**config.mk**
```make
export PLATFORM = sky130hd
export DESIGN_NAME = dma_engine
export DESIGN_NICKNAME = d
export VERILOG_FILES = /design/src/rtl/dma_engine.sv
export SDC_FILE = /design/constraint.sdc
export NUM_CORES = 1
export LEC_CHECK = 0
export CAP_MARGIN = 20
export CELL_PAD_IN_SITES_DETAIL_PLACEMENT = 1
export CELL_PAD_IN_SITES_GLOBAL_PLACEMENT = 1
export CORE_MARGIN = 2
export CORE_UTILIZATION = 35
export CTS_BUF_LIST = sky130_fd_sc_hd__clkbuf_8
export CTS_CLUSTER_DIAMETER = 60
export CTS_CLUSTER_SIZE = 8
export DETAILED_ROUTE_END_ITERATION = 6
export PLACE_DENSITY_LB_ADDON = 0.1
export SYNTH_ARGS = -nofsm -noshare
export SYNTH_HDL_FRONTEND = slang
export SYNTH_SLANG_ARGS = --single-unit
```
**constraint.sdc**
```tcl
create_clock -name clk -period 2.9 [get_ports clk]
set_clock_uncertainty 0.05 [all_clocks]
set_input_delay 0.58 -clock clk [delete_from_list [all_inputs] [get_ports clk]]
set_output_delay 0.58 -clock clk [all_outputs]
set_load 0.005 [all_outputs]
```
**src/rtl/dma_engine.sv**
```systemverilog
// Word-copy engine for the openMSP430 DMA master port: reads one word from the source,
// writes it to the destination, and repeats for the programmed length.
module dma_engine #(
    parameter logic DMA_PRIORITY = 1'b0
) (
    input  logic        clk,
    input  logic        reset_n,
    input  logic        dma_trans_start,
    input  logic        direction_bit,
    input  logic        int_enabled,
    input  logic [15:0] dma_p1_start_addr,
    input  logic [15:0] dma_p2_start_addr,
    input  logic [15:0] dma_transfer_len,
    input  logic        clear_int,
    output logic        dma_busy,
    output logic        int_gen,
    output logic        dma_en,
    output logic [1:0]  dma_we,
    output logic [14:0] dma_addr,
    output logic [15:0] dma_din,
    output logic        dma_priority,
    output logic        dma_wkup,
    input  logic        dma_ready,
    input  logic [15:0] dma_dout
);

    typedef enum logic [2:0] {
        IDLE,
        RD_REQ,
        RD_DATA,
        WR_REQ,
        DONE
    } state_t;

    state_t      state_q;
    logic [15:0] src_q;
    logic [15:0] dst_q;
    logic [15:0] count_q;
    logic [15:0] data_q;
    logic        int_en_q;
    logic        busy_q;
    logic        int_gen_q;
    logic        en_q;
    logic [1:0]  we_q;
    logic [14:0] addr_q;

    logic [15:0] src_d;
    logic [15:0] dst_d;
    logic [15:0] src_inc_d;

    // Bit 0 of the addresses is carried along but never reaches the bus, so odd starts act word-aligned.
    assign src_d     = direction_bit ? dma_p2_start_addr : dma_p1_start_addr;
    assign dst_d     = direction_bit ? dma_p1_start_addr : dma_p2_start_addr;
    assign src_inc_d = src_q + 16'd2;

    always_ff @(posedge clk or negedge reset_n) begin
        if (!reset_n) begin
            state_q   <= IDLE;
            src_q     <= '0;
            dst_q     <= '0;
            count_q   <= '0;
            data_q    <= '0;
            int_en_q  <= 1'b0;
            busy_q    <= 1'b0;
            int_gen_q <= 1'b0;
            en_q      <= 1'b0;
            we_q      <= 2'b00;
            addr_q    <= '0;
        end else begin
            case (state_q)
                IDLE: begin
                    if (dma_trans_start) begin
                        int_en_q <= int_enabled;
                        src_q    <= src_d;
                        dst_q    <= dst_d;
                        count_q  <= dma_transfer_len;
                        busy_q   <= 1'b1;
                        if (dma_transfer_len != 16'd0) begin
                            state_q <= RD_REQ;
                            en_q    <= 1'b1;
                            we_q    <= 2'b00;
                            addr_q  <= src_d[15:1];
                        end else begin
                            state_q <= DONE;
                        end
                    end
                end
                RD_REQ: begin
                    if (dma_ready) begin
                        state_q <= RD_DATA;
                        en_q    <= 1'b0;
                    end
                end
                RD_DATA: begin
                    data_q  <= dma_dout;
                    state_q <= WR_REQ;
                    en_q    <= 1'b1;
                    we_q    <= 2'b11;
                    addr_q  <= dst_q[15:1];
                end
                WR_REQ: begin
                    if (dma_ready) begin
                        src_q   <= src_inc_d;
                        dst_q   <= dst_q + 16'd2;
                        count_q <= count_q - 16'd1;
                        we_q    <= 2'b00;
                        if (count_q == 16'd1) begin
                            state_q <= DONE;
                            en_q    <= 1'b0;
                        end else begin
                            state_q <= RD_REQ;
                            en_q    <= 1'b1;
                            addr_q  <= src_inc_d[15:1];
                        end
                    end
                end
                DONE: begin
                    busy_q  <= 1'b0;
                    state_q <= IDLE;
                end
                default: begin
                    state_q <= IDLE;
                end
            endcase

            // Completion set takes precedence over a coincident clear.
            if (state_q == DONE && int_en_q) begin
                int_gen_q <= 1'b1;
            end else if (clear_int) begin
                int_gen_q <= 1'b0;
            end
        end
    end

    assign dma_busy     = busy_q;
    assign dma_wkup     = busy_q;
    assign int_gen      = int_gen_q;
    assign dma_en       = en_q;
    assign dma_we       = we_q;
    assign dma_addr     = addr_q;
    assign dma_din      = data_q;
    assign dma_priority = DMA_PRIORITY;

endmodule

```
Word-level counts from Yosys, hierarchy flattened --
Cells that the tools add are included.
Word-level totals: word-level logic and storage cells 75, input bits 71, flip-flop bits (word level) 88, output and inout port bits 38
Operators by class: add/sub/neg operators 3, mux-type cells 36, reduce and logical (&&, ||, !) cells 15, eq/ne operators 10
Operator list (number):
- $mux 16 | 8
- $pmux 16 s2 | 3
- $mux 15 | 4
- $pmux 15 s3 | 1
- $add 16x2->16 const B | 2
- $eq 16x1->1 const B | 1
- $reduce_bool 16->1 | 1
- $sub 16x1->16 const B | 1
- $mux 3 | 5
- $pmux 3 s4 | 1
- $ne 2x2->1 const B | 5
- $reduce_and 5->1 | 2
- $mux 1 | 8
- $eq 3x2->1 const B | 2
- $mux 2 | 3
- $pmux 2 s3 | 1
- $reduce_and 3->1 | 2
- $reduce_bool 2->1 | 3
- $pmux 1 s4 | 1
- $reduce_and 2->1 | 2
- $reduce_and 4->1 | 1
- $reduce_bool 4->1 | 1
- $eq 3x1->1 const B | 1
- $eq 3x3->1 const B | 1
- other kinds (4) | 4

Depth between registers and ports, before layout --
depth after elaboration 4, gate-level depth with buffers 9, mapped depth without buffers 7

Least setup slack after synthesis --
Ideal clock, no wire load.
kind reg2reg, from reg count_q[0], to reg count_q[14], slack 522 ps, stages on the path, launching flop included 9, path buffers 1, arrival time 2249 ps, required time 2771 ps, library setup time 79 ps, cells stage by stage dfrtp_1 -> inv_1 -> ha_1 -> or3b_2 -> clkbuf_1 -> or4_4 -> or3_1 -> a21oi_1 -> a2bb2oi_1
On the way: word-level cells in the longest chain between the ends 3
Ends and longest elaborated chain:
- start: declaration | RTL line 38 | logic [15:0] count_q;
- start signal: assignment | RTL line 76 | count_q <= dma_transfer_len;
- start signal: assignment | RTL line 105 | count_q <= count_q - 16'd1;
- $sub 16x1->16 | RTL line 105
- $mux 16 | RTL line 102 | if (dma_ready) begin
- $pmux 16 s2 | RTL line 70 | case (state_q)
Every way passes these cells. The select of a mux whose other input is x is not followed. A chain may end at the register's enable or synchronous reset.

Final worst setup path --
Same ends and word-level chain as after synthesis.

==> results.yml <==
timing:
  setup_viol: 0
  final_max_slew_viol_count: 0
  hold_viol: 0
  timing.slew.headroom_pct: 60.8
  post-route-period-util_pct: 87.6
  period_minus_slack_ns: 2.54
  worst_pin_slew_ns: 0.583
  fin_tns_setup_ns: 0
  fin_ws_ns: 0.358
  whs_ns: 0.0706
  rsz0062_at_grt: "no"
  fmax_mhz: 393
cts:
  cts_tree: "yes"
  holdBufCountCts: 0
  cts_buffer_depth: 2
  clk_pin_slew_ns: 0.09
  cts.sinks: 85
  ctsHtreeMaxLevel: 3
  cts_setup_buffers: 0
  clock-root-buffer: "clkbuf_8"
  cts_resized: 0
  cts_buffers: 9
  clk_latency_ns: 0.39
worst_setup_path:
  worstRegToRegCells: 7
  critPathMaxFanout: 7
  endpoint_kind: "register"
  crit_chain: "inv_1 -> ha_1 -> or3b_2 -> or4_4 -> or3_1 -> a21oi_1 -> a2bb2oi_1"
  crit_type: "register to register"
  critPathLaunchType: "register"
  slowest_delay_ns: 0.56
  reg2reg_from: "count_q[0]"
  cp.arrival_ns: 2.80
  worstPathRequired_ns: 3.16
  crit_path_start: "count_q[0]"
  reg2reg_slack_ns: 0.36
  cp_slowest_cell: "or3b_2"
placement:
  pre_cts_ws_ns: 0.244
  port_buffers: 105
  dp_hpwl_microns: 11300
  place.gp.congestion: 0.836
outcome:
  status: "completed"
synthesis:
  ys.warnings.count: 0
  synth_cells: 559
  synth_edf_count: 0
  synth-seq-cells: 85
  postSynthAreaPerCell_sq_um: 9.05
  syn-num-nets: 634
  yosysSeqAreaShare_pct: 42.1
  synth-main-ff-cell: "dfrtp_1"
  syn_area_sq_um: 5060
  synth.distinct_cells: 51
  synthArstFlopShare_pct: 100
final_layout:
  mostFrequentLayoutCell: "clkdlybuf4s50_1"
  diodes: 0
  layout-drive-gt1-share_pct: 12.3
  final_cell_mix: "103 x clkdlybuf4s50_1, 85 x dfrtp_1, 55 x a21oi_1"
  fin_nets: 719
  syn_to_final_growth_pct: 30.8
power_and_ir_drop:
  switching_share_pct: 40.3
  power_density_nw_per_um2: 1060
  peakVddDrop_mv: 0.474
  p_int_mw: 4.20
  pwr-share-comb_pct: 50.2
  clkPwrFrac_pct: 16.3
  power_switching_mw: 2.84
  pwr-share-seq_pct: 33.4
  p_leak_nw: 2.58
floorplanning:
  rows: 43
  coreArea_sq_um: 14000
  die_x_microns: 124
  start_util_pct: 36.2
  dieArea_sq_um: 15400
  die_y_microns: 124
  ios: 109
route:
  viasPerCell: 5.73
  first_pass_iters: 4
  antenna_left: 0
  vias: 4747
  wl_per_cell_microns: 19.2
  drt_wl_total_microns: 15900
  drc_errors: 0
  drt_iter0_drc: 236
global_route:
  antenna_found_initial: 0
  grt_usage_pct: 21.1
  grt_max_degree: 57
  grt-ovfl-total: 0
  grt_pass1_wl_microns: 26600
  grt_pass1_vias: 5138
min_path:
  hp-class: "input port to asynchronous set/reset pin"
flow_run:
  maxCapViolCount: 0
-- critical path: cells and delay by family, from the launching register on --
family / cells / cell delay [ns]
AND/OR/NAND/NOR: 3 / 1.38
flip-flops: 1 / 0.43
AO/OA/AOI/OAI: 2 / 0.33
adder cells (fa/ha/maj): 1 / 0.19
buffers and inverters: 1 / 0.10
-- cell type report --
class / count / area (sq um)
clock inverter: 6 / 134
fill: 1601 / 7370
tap: 180 / 225
multi-input combinational: 414 / 2700
clock buffer: 10 / 138
timing repair buffer: 123 / 1250
sequential: 85 / 2130
inverter: 11 / 41.3
-- registers in the layout, indices dropped and copies added, names as in the netlist --
signal,cells
dma_busy,1
dst_q,15
int_gen,1
dma_we,1
state_q,3
dma_addr,15
dma_din,16
count_q,16
dma_en,1
int_en_q,1
src_q,15
-- path summary, 6_finish.rpt --
kind,to
setup / recovery,count_q[14]
hold / removal,src_q[10]
setup reg to reg,count_q[14]
hold reg to reg,dma_en
max in group asynchronous,dma_addr[14]
min in group clk,dma_en
-- power by group through the flow --
stage / Combinational [mW] / Sequential [mW] / Clock, mW
floorplan: 2.21 / 2.19 / 0
global placement: 3.44 / 2.32 / 0
detailed placement: 3.56 / 2.37 / 0
CTS: 3.58 / 2.35 / 1.20
global route: 3.91 / 2.47 / 1.23
finish: 3.54 / 2.35 / 1.15
-- cell usage after synthesis (5+ instances only) --
| cell | instances | area share (%) |
|---|---|---|
| nand4_1 | 6 | 0.74 |
| dfrtp_1 | 85 | 42 |
| nor4_1 | 9 | 1.1 |
| and3_1 | 7 | 0.87 |
| a31oi_1 | 6 | 0.74 |
| nand2_1 | 47 | 3.5 |
| clkbuf_1 | 39 | 2.9 |
| o22ai_1 | 14 | 1.7 |
| o22a_1 | 6 | 1.0 |
| buf_1 | 5 | 0.37 |
| nor3_1 | 15 | 1.5 |
| nor2_1 | 29 | 2.2 |
| inv_1 | 11 | 0.82 |
| a2bb2oi_1 | 6 | 1.0 |
| a21oi_1 | 56 | 5.5 |
| or3_1 | 9 | 1.1 |
| xnor2_1 | 8 | 1.4 |
| o21ai_0 | 46 | 4.6 |
| nor2b_1 | 6 | 0.74 |
| a22o_1 | 5 | 0.87 |
| nand3_1 | 18 | 1.8 |
| mux2i_1 | 19 | 3.8 |
| mux2_2 | 39 | 8.7 |
| a22oi_1 | 5 | 0.74 |
| a211oi_1 | 5 | 0.74 |
-- metrics by stage --
stage	instances	total power [mW]	cell area [sq um]	utilization, %
global route	829	7.61	6620	47.3
CTS	829	7.13	6620	47.3
floorplan	559	4.40	5060	-
detailed placement	813	5.93	6340	45.3
finish	829	7.04	6620	47.3
global placement	813	5.75	6340	45.3
-- cells by family (layout without fill, tap and decap cells) --
kind of cell	Yosys count	count (layout)	share of synthesized area [%]
adder cells (fa/ha/maj)	4	4	0.990
AO/OA/AOI/OAI	179	179	21.9
AND/OR/NAND/NOR	160	160	15.7
other	1	1	0.0741
buffers and inverters	60	150	4.73
multiplexers	58	58	12.4
XOR/XNOR	12	12	2.08
flip-flops	85	85	42.1
-- layer usage --
layer / up-vias / global-route usage (%) / wire length (microns)
met5: - / 0 / 0
li1: 2224 / - / -
met2: 115 / 35.4 / 7630
met3: 19 / 4.56 / 759
met1: 2389 / 27.3 / 7260
met4: 0 / 6.41 / 267
Power figures use the tool's default switching activity.
